$ cat config.mk
export PLATFORM = sky130hd
export DESIGN_NAME = id_pipe
export DESIGN_NICKNAME = d
export VERILOG_FILES = /design/src/rtl/id_pipe_pkg.sv /design/src/rtl/id_decode.sv /design/src/rtl/id_pipe.sv
export SDC_FILE = /design/constraint.sdc
export NUM_CORES = 1
export LEC_CHECK = 0
export ABC_AREA = 0
export CAP_MARGIN = 20
export CORE_ASPECT_RATIO = 0.8
export CORE_MARGIN = 2
export CORE_UTILIZATION = 40
export DETAILED_ROUTE_END_ITERATION = 8
export PLACE_DENSITY = 0.75
export SLEW_MARGIN = 20
export SYNTH_ARGS = -nofsm -noshare
export SYNTH_HDL_FRONTEND = slang
export SYNTH_SLANG_ARGS = --single-unit
export TNS_END_PERCENT = 20
$ cat constraint.sdc
create_clock -name clk -period 8.2 [get_ports clk]
set_clock_uncertainty 0.1 [all_clocks]
set_input_delay 1.64 -clock clk [delete_from_list [all_inputs] [get_ports clk]]
set_output_delay 1.64 -clock clk [all_outputs]
set_load 0.03 [all_outputs]
$ cat src/rtl/id_pipe_pkg.sv
// Shared RV32I decode constants, immediate-format enum and immediate builder.
// Pure definitions: no latency, no flow control.
package id_pipe_pkg;

  localparam int XLEN_DEF = 32;

  localparam logic [6:0] INST_TYPE_R = 7'b0110011;
  localparam logic [6:0] INST_TYPE_I = 7'b0010011;
  localparam logic [6:0] INST_TYPE_L = 7'b0000011;
  localparam logic [6:0] INST_TYPE_S = 7'b0100011;
  localparam logic [6:0] INST_TYPE_B = 7'b1100011;
  localparam logic [6:0] INST_JAL    = 7'b1101111;
  localparam logic [6:0] INST_JALR   = 7'b1100111;
  localparam logic [6:0] INST_LUI    = 7'b0110111;
  localparam logic [6:0] INST_AUIPC  = 7'b0010111;

  localparam logic [2:0] INST_ADD_SUB = 3'b000;
  localparam logic [2:0] INST_SR      = 3'b101;
  localparam logic [2:0] INST_SLLI    = 3'b001;
  localparam logic [2:0] INST_SRI     = 3'b101;
  localparam logic [2:0] INST_LB      = 3'b000;
  localparam logic [2:0] INST_LH      = 3'b001;
  localparam logic [2:0] INST_LW      = 3'b010;
  localparam logic [2:0] INST_LBU     = 3'b100;
  localparam logic [2:0] INST_LHU     = 3'b101;
  localparam logic [2:0] INST_SB      = 3'b000;
  localparam logic [2:0] INST_SH      = 3'b001;
  localparam logic [2:0] INST_SW      = 3'b010;
  localparam logic [2:0] INST_BEQ     = 3'b000;
  localparam logic [2:0] INST_BNE     = 3'b001;
  localparam logic [2:0] INST_BLT     = 3'b100;
  localparam logic [2:0] INST_BGE     = 3'b101;
  localparam logic [2:0] INST_BLTU    = 3'b110;
  localparam logic [2:0] INST_BGEU    = 3'b111;
  localparam logic [2:0] INST_JALR_F3 = 3'b000;

  localparam logic [6:0] FUNCT7_BASE = 7'b0000000;
  localparam logic [6:0] FUNCT7_ALT  = 7'b0100000;

  localparam logic WRITE_ENABLE  = 1'b1;
  localparam logic WRITE_DISABLE = 1'b0;
  localparam logic READ_ENABLE   = 1'b1;
  localparam logic READ_DISABLE  = 1'b0;
  localparam logic [4:0] ZERO_REG = 5'd0;

  typedef enum logic [2:0] {IMM_NONE, IMM_I, IMM_S, IMM_B, IMM_U, IMM_J} imm_fmt_e;

  function automatic logic [31:0] imm_gen(input logic [31:0] inst, input imm_fmt_e fmt);
    case (fmt)
      IMM_I:   imm_gen = {{20{inst[31]}}, inst[31:20]};
      IMM_S:   imm_gen = {{20{inst[31]}}, inst[31:25], inst[11:7]};
      IMM_B:   imm_gen = {{19{inst[31]}}, inst[31], inst[7], inst[30:25], inst[11:8], 1'b0};
      IMM_U:   imm_gen = {inst[31:12], 12'd0};
      IMM_J:   imm_gen = {{11{inst[31]}}, inst[31], inst[19:12], inst[20], inst[30:21], 1'b0};
      default: imm_gen = 32'd0;
    endcase
  endfunction

endpackage

$ cat src/rtl/id_decode.sv
// Combinational RV32I decode + immediate generation; illegal encodings collapse to a NOP.
// Zero latency, no flow control; illegal flag is live only with ID_ILLEGAL_TRAP_EN.
module id_decode import id_pipe_pkg::*; #(
  parameter int XLEN      = XLEN_DEF,
  parameter int RF_ADDR_W = 5
) (
  input  logic [31:0]          inst,
  output logic [RF_ADDR_W-1:0] rs1_addr,
  output logic [RF_ADDR_W-1:0] rs2_addr,
  output logic [RF_ADDR_W-1:0] rd_addr,
  output logic                 reg_w_ena,
  output logic                 mem_r_ena,
  output logic                 mem_w_ena,
  output logic [XLEN-1:0]      imm,
  output logic                 illegal
);

  logic [6:0] opcode;
  logic [6:0] funct7;
  logic [2:0] funct3;
  logic [4:0] rd;
  logic       legal;
  logic       use_rs1;
  logic       use_rs2;
  logic       wen;
  logic       ren;
  logic       men;
  imm_fmt_e   fmt;

  assign opcode = inst[6:0];
  assign funct3 = inst[14:12];
  assign funct7 = inst[31:25];
  assign rd     = inst[11:7];

  always_comb begin
    legal   = 1'b0;
    use_rs1 = 1'b0;
    use_rs2 = 1'b0;
    wen     = WRITE_DISABLE;
    ren     = READ_DISABLE;
    men     = WRITE_DISABLE;
    fmt     = IMM_NONE;
    case (opcode)
      INST_TYPE_R: begin
        legal   = (funct7 == FUNCT7_BASE) ||
                  (funct7 == FUNCT7_ALT && (funct3 == INST_ADD_SUB || funct3 == INST_SR));
        use_rs1 = 1'b1;
        use_rs2 = 1'b1;
        wen     = WRITE_ENABLE;
      end
      INST_TYPE_I: begin
        // Shift-immediates reuse imm[11:5] as funct7
        case (funct3)
          INST_SLLI: legal = (funct7 == FUNCT7_BASE);
          INST_SRI:  legal = (funct7 == FUNCT7_BASE) || (funct7 == FUNCT7_ALT);
          default:   legal = 1'b1;
        endcase
        use_rs1 = 1'b1;
        wen     = WRITE_ENABLE;
        fmt     = IMM_I;
      end
      INST_TYPE_L: begin
        legal   = funct3 inside {INST_LB, INST_LH, INST_LW, INST_LBU, INST_LHU};
        use_rs1 = 1'b1;
        wen     = WRITE_ENABLE;
        ren     = READ_ENABLE;
        fmt     = IMM_I;
      end
      INST_TYPE_S: begin
        legal   = funct3 inside {INST_SB, INST_SH, INST_SW};
        use_rs1 = 1'b1;
        use_rs2 = 1'b1;
        men     = WRITE_ENABLE;
        fmt     = IMM_S;
      end
      INST_TYPE_B: begin
        legal   = funct3 inside {INST_BEQ, INST_BNE, INST_BLT, INST_BGE, INST_BLTU, INST_BGEU};
        use_rs1 = 1'b1;
        use_rs2 = 1'b1;
        fmt     = IMM_B;
      end
      INST_JAL: begin
        legal = 1'b1;
        wen   = WRITE_ENABLE;
        fmt   = IMM_J;
      end
      INST_JALR: begin
        legal   = (funct3 == INST_JALR_F3);
        use_rs1 = 1'b1;
        wen     = WRITE_ENABLE;
        fmt     = IMM_I;
      end
      INST_LUI, INST_AUIPC: begin
        legal = 1'b1;
        wen   = WRITE_ENABLE;
        fmt   = IMM_U;
      end
      default: ;
    endcase
    if (!legal) begin
      use_rs1 = 1'b0;
      use_rs2 = 1'b0;
      wen     = WRITE_DISABLE;
      ren     = READ_DISABLE;
      men     = WRITE_DISABLE;
      fmt     = IMM_NONE;
    end
  end

  assign rs1_addr  = use_rs1 ? RF_ADDR_W'(inst[19:15]) : '0;
  assign rs2_addr  = use_rs2 ? RF_ADDR_W'(inst[24:20]) : '0;
  assign rd_addr   = wen ? RF_ADDR_W'(rd) : '0;
  assign reg_w_ena = wen & (rd != ZERO_REG);
  assign mem_r_ena = ren;
  assign mem_w_ena = men;
  assign imm       = XLEN'(signed'(imm_gen(inst, fmt)));

`ifdef ID_ILLEGAL_TRAP_EN
  assign illegal = ~legal;
`else
  assign illegal = 1'b0;
`endif

endmodule

$ cat src/rtl/id_pipe.sv
// Registered decode stage: 1-cycle latency, valid/ready out, load-use bubble, post-jump shadow discard.
// Stalls hold all outputs; ID_ILLEGAL_TRAP_EN makes illegal_o flag NOP-ed illegal decodes.
module id_pipe import id_pipe_pkg::*; #(
  parameter int XLEN        = XLEN_DEF,
  parameter int RF_ADDR_W   = 5,
  parameter int JUMP_SHADOW = 1
) (
  input  logic                 clk,
  input  logic                 rst_n,
  input  logic                 in_valid_i,
  output logic                 in_ready_o,
  input  logic [31:0]          inst_i,
  input  logic [XLEN-1:0]      inst_addr_i,
  output logic [RF_ADDR_W-1:0] reg1_r_addr_o,
  output logic [RF_ADDR_W-1:0] reg2_r_addr_o,
  input  logic [XLEN-1:0]      reg1_r_data_i,
  input  logic [XLEN-1:0]      reg2_r_data_i,
  input  logic                 ex_jump_ena_i,
  output logic                 out_valid_o,
  input  logic                 out_ready_i,
  output logic [31:0]          inst_o,
  output logic [XLEN-1:0]      inst_addr_o,
  output logic [XLEN-1:0]      reg1_r_data_o,
  output logic [XLEN-1:0]      reg2_r_data_o,
  output logic [XLEN-1:0]      imm_o,
  output logic                 reg_w_ena_o,
  output logic [RF_ADDR_W-1:0] reg_w_addr_o,
  output logic                 mem_w_ena_o,
  output logic                 mem_r_ena_o,
  output logic                 illegal_o
);

  localparam logic [3:0] SHADOW_INIT = 4'(JUMP_SHADOW - 1);

  logic [RF_ADDR_W-1:0] dec_rd;
  logic                 dec_wen;
  logic                 dec_ren;
  logic                 dec_men;
  logic [XLEN-1:0]      dec_imm;
  logic                 dec_illegal;
  logic [3:0]           shadow_cnt;
  logic                 hazard;
  logic                 discard;
  logic                 load;

  id_decode #(.XLEN(XLEN), .RF_ADDR_W(RF_ADDR_W)) u_decode (
    .inst      (inst_i),
    .rs1_addr  (reg1_r_addr_o),
    .rs2_addr  (reg2_r_addr_o),
    .rd_addr   (dec_rd),
    .reg_w_ena (dec_wen),
    .mem_r_ena (dec_ren),
    .mem_w_ena (dec_men),
    .imm       (dec_imm),
    .illegal   (dec_illegal)
  );

  // Unused read ports are address 0, so a nonzero rd can only match a real source
  assign hazard = out_valid_o & mem_r_ena_o & (reg_w_addr_o != '0) &
                  ((reg_w_addr_o == reg1_r_addr_o) | (reg_w_addr_o == reg2_r_addr_o));

  // Wrong-path input is always swallowed, regardless of hazard or downstream stall
  assign discard    = ex_jump_ena_i | (shadow_cnt != 4'd0);
  assign in_ready_o = discard | (~hazard & (~out_valid_o | out_ready_i));
  assign load       = in_valid_i & in_ready_o & ~discard;

  always_ff @(posedge clk or negedge rst_n) begin
    if (!rst_n) begin
      shadow_cnt    <= 4'd0;
      out_valid_o   <= 1'b0;
      inst_o        <= '0;
      inst_addr_o   <= '0;
      reg1_r_data_o <= '0;
      reg2_r_data_o <= '0;
      imm_o         <= '0;
      reg_w_ena_o   <= 1'b0;
      reg_w_addr_o  <= '0;
      mem_w_ena_o   <= 1'b0;
      mem_r_ena_o   <= 1'b0;
      illegal_o     <= 1'b0;
    end else begin
      if (ex_jump_ena_i)
        shadow_cnt <= SHADOW_INIT;
      else if (shadow_cnt != 4'd0)
        shadow_cnt <= shadow_cnt - 4'd1;

      if (ex_jump_ena_i) begin
        out_valid_o <= 1'b0;
        illegal_o   <= 1'b0;
      end else if (load) begin
        out_valid_o   <= 1'b1;
        inst_o        <= inst_i;
        inst_addr_o   <= inst_addr_i;
        reg1_r_data_o <= reg1_r_data_i;
        reg2_r_data_o <= reg2_r_data_i;
        imm_o         <= dec_imm;
        reg_w_ena_o   <= dec_wen;
        reg_w_addr_o  <= dec_rd;
        mem_w_ena_o   <= dec_men;
        mem_r_ena_o   <= dec_ren;
        illegal_o     <= dec_illegal;
      end else if (out_ready_i) begin
        // Drained with nothing to take (idle or load-use bubble)
        out_valid_o <= 1'b0;
      end
    end
  end

endmodule
==> flow_metrics.py <==
metrics = {
    "status": {
        "run_status": "complete, no violations",
    },
    "job": {
        "drv.max_cap_violation_count": 0,
    },
    "yosys": {
        "netlist.area_leader.share_pct": 56.8,
        "synth_async_sr_flop_share_pct": 100,
        "ys_ff_latch": 173,
        "synthesis.area_per_instance_um2": 13.4,
        "synth.top_cells.by_area": "dfrtp_1 57%, mux2_4 13%, mux2_2 7.1%",
        "synth_ff_type": "dfrtp_1",
        "synth.cell_area_um2": 7620,
        "synth-warning-count": 0,
        "yosysTopAreaCell": "dfrtp_1",
        "synth_cell_types": 62,
        "synthCells": 568,
        "synth.yosys.seq_area_share_pct": 56.8,
        "synth-edff-count": 0,
        "syn_nets": 702,
    },
    "placed_design": {
        "dp_hpwl_um": 16400,
        "placedCellCount": 1111,
        "place.port_buffers": 312,
        "dpl_worst_slack_ns": 1.28,
        "finalWeightedCongestion": 0.888,
    },
    "die": {
        "num_io_pins": 314,
        "initial_core_utilization_pct": 40.5,
        "design.die.area_um2": 20200,
        "fp.dieH_um": 127,
        "rows": 45,
        "chipWidth_um": 158,
        "core_area_um2": 18800,
    },
    "worst_setup_path": {
        "start_kind": "primary input",
        "critical_path_class": "primary input to output pin",
        "timing.critical_path.from": "inst_i[6]",
        "reg2reg_slack_ns": 4.53,
        "critPathMaxFanout": 13,
        "data_arrival_critical_path_ns": 5.23,
        "rr_startpoint": "shadow_cnt[0]$_DFFE_PN0P_",
        "setup.worst_path.end_class": "output pin",
        "crit_required_ns": 6.46,
    },
    "timing": {
        "timing_hold_violations_final": 0,
        "rsz_0062_raised_after_global_routing": "false",
        "post-route-worst-setup-slack_ns": 1.23,
        "timing.slew.headroom_pct": 29.4,
        "worst-slew-pin-transition_ns": 1.06,
        "max_freq_mhz": 143,
        "min_period_over_period_pct": 85.0,
        "finalMaxSlewViolations": 0,
        "timing.final.setup_violations": 0,
        "period_minus_slack_ns": 6.97,
        "totalNegativeSetupSlack_ns": 0,
    },
    "cts": {
        "path_clk_slew_ns": 0.07,
        "clock_tree.htree_level_count": 4,
        "cts_resized": 0,
        "cts_hold_repair.buffers": 0,
        "numCtsBuffers": 17,
        "clock-root-buffer": "clkbuf_16",
        "cts_tree": "done",
        "post-cts-setup-buffers": 0,
        "clockBufferDepth": 2,
        "tritoncts_num_sinks": 173,
        "worst_skew_pair.late_latency_ns": 0.42,
    },
    "global_route": {
        "grt_pass1_wl_um": 34800,
        "number_of_antenna_violations_at_the_first_check_in_global_routing": 0,
        "grt_pass1_vias": 6037,
        "grt_overflow": 0,
        "globalRouteTotalUtil_pct": 22.7,
        "largest_net_degree_at_the_start_of_global_routing": 104,
    },
    "cells_and_area": {
        "antennaDiodeCount": 0,
        "mostFrequentLayoutCell": "clkdlybuf4s50_1",
        "layout.cells.most_common_list": "311 x clkdlybuf4s50_1, 173 x dfrtp_1, 65 x mux2_4",
        "num-fill-cells": 1539,
        "nets": 1006,
        "layout-area-overhead-vs-synth_pct": 51.2,
        "layout-drive-gt1-share_pct": 18.1,
        "postLayoutCoreUtil_pct": 61.3,
        "layoutNonFillerInstCount": 1142,
    },
    "route": {
        "drt-total-wl_um": 23100,
        "detailroute.via_count": 5934,
        "via_per_inst": 5.20,
        "drtPass1Iterations": 5,
        "remaining_drc_errors": 0,
        "drt-initial-drc-count": 360,
        "wl_per_cell_um": 20.2,
        "drt.antenna.violating_nets": 0,
    },
    "power_and_ir_drop": {
        "leakagePower_nw": 4.81,
        "power.density_cell_area_nw_per_um2": 410,
        "power.ir.vdd_worst_mv": 0.209,
    },
    "min_path": {
        "min_from": "inst_o[25]$_DFFE_PN0P_",
        "min_path_type": "flip-flop to flip-flop",
    },
}
==> area by class of cell <==
cell class | count | area, um2 | area share (%)
clock inverters | 12 | 151 | 1.31
flip-flops and latches | 173 | 4330 | 37.6
multi-input cells | 338 | 3000 | 26.0
well taps | 258 | 323 | 2.80
repair buffers | 320 | 3200 | 27.7
inverters | 22 | 82.6 | 0.717
clock buffers | 19 | 443 | 3.84
==> through the flow <==
| stage | total power, mW | hold slack (ns) | instance area (um2) |
|---|---|---|---|
| after floorplan | 2.88 | 0.421 | 7620 |
| after global placement | 3.89 | 0.374 | 10900 |
| after detailed placement | 3.91 | 0.381 | 10900 |
| after CTS | 4.77 | 0.400 | 11500 |
| after global routing | 4.94 | 0.412 | 11500 |
| final | 4.72 | 0.394 | 11500 |
==> path summary, 6_finish.rpt <==
check,to,cells after the start
max in group asynchronous,inst_o[6]$_DFFE_PN0P_,2
max reg2reg,inst_o[12]$_DFFE_PN0P_,8
max,in_ready_o,11
min in group asynchronous,reg1_r_data_o[1]$_DFFE_PN0P_,1
min reg2reg,inst_o[25]$_DFFE_PN0P_,1
min,inst_o[25]$_DFFE_PN0P_,1
==> routing by layer <==
layer  track usage [%]  up-vias  share of wire [%]
met3              8.51       26                9.2
li1                  -     2672                  -
met2              34.1      270                 45
met1              31.0     2966                 44
met5                 0        -                  0
met4              6.25        0                1.7
==> power by group <==
part / internal (mW) / switching (mW) / total, mW
combinational: 1.15 / 1.28 / 2.43
sequential: 1.25 / 0.212 / 1.46
clock: 0.466 / 0.366 / 0.833
total: 2.87 / 1.86 / 4.72
==> critical path: stages <==
cell and delay, ns:
clkdlybuf4s50_1 0.68, o21ai_0 0.19, o2111ai_1 0.31, nand4_1 0.20
a21oi_1 0.73, o21ai_0 0.28, nand3_1 0.14, nor2_1 0.05
o21ai_0 0.18, a211o_1 0.16, clkdlybuf4s50_1 0.67
==> cell usage after synthesis (all sizes together) (2+ instances only) <==
master,count
nor3,10
buf,20
and3,4
o22a,4
a2111oi,8
a211o,2
a22o,6
o211ai,2
o21a,3
nand3,5
and2,2
nand2,25
inv,22
o21ai,49
mux2,123
a21o,2
o2bb2ai,2
nor2,12
dfrtp,173
and3b,2
a211oi,4
clkbuf,15
a222oi,2
o31ai,2
a221o,4
a22oi,4
nand2b,3
nand4,5
a21oi,13
nor2b,6
a2bb2oi,11
==> logic make-up (layout without fill, tap and decap cells) <==
logic type / count (synthesis) / after routing / share of synthesized area, %
AOI/OAI and AO/OA: 125 / 125 / 11.4
xor gates and xnor gates: 1 / 1 / 0.115
adders and majority gates: 1 / 1 / 0.164
buffers and inverters: 57 / 373 / 3.94
DFF: 173 / 173 / 56.8
muxes: 124 / 124 / 21.5
other: 1 / 1 / 0.0492
and+or+nand+nor: 86 / 86 / 5.96
==> state kept, by name, summed over array words and instances, names as in the netlist, 4 cells and up <==
register,flops
reg2_r_data_o,32
imm_o,32
reg_w_addr_o,5
shadow_cnt,4
inst_o,32
reg1_r_data_o,32
inst_addr_o,32
Power figures use the tool's default switching activity.
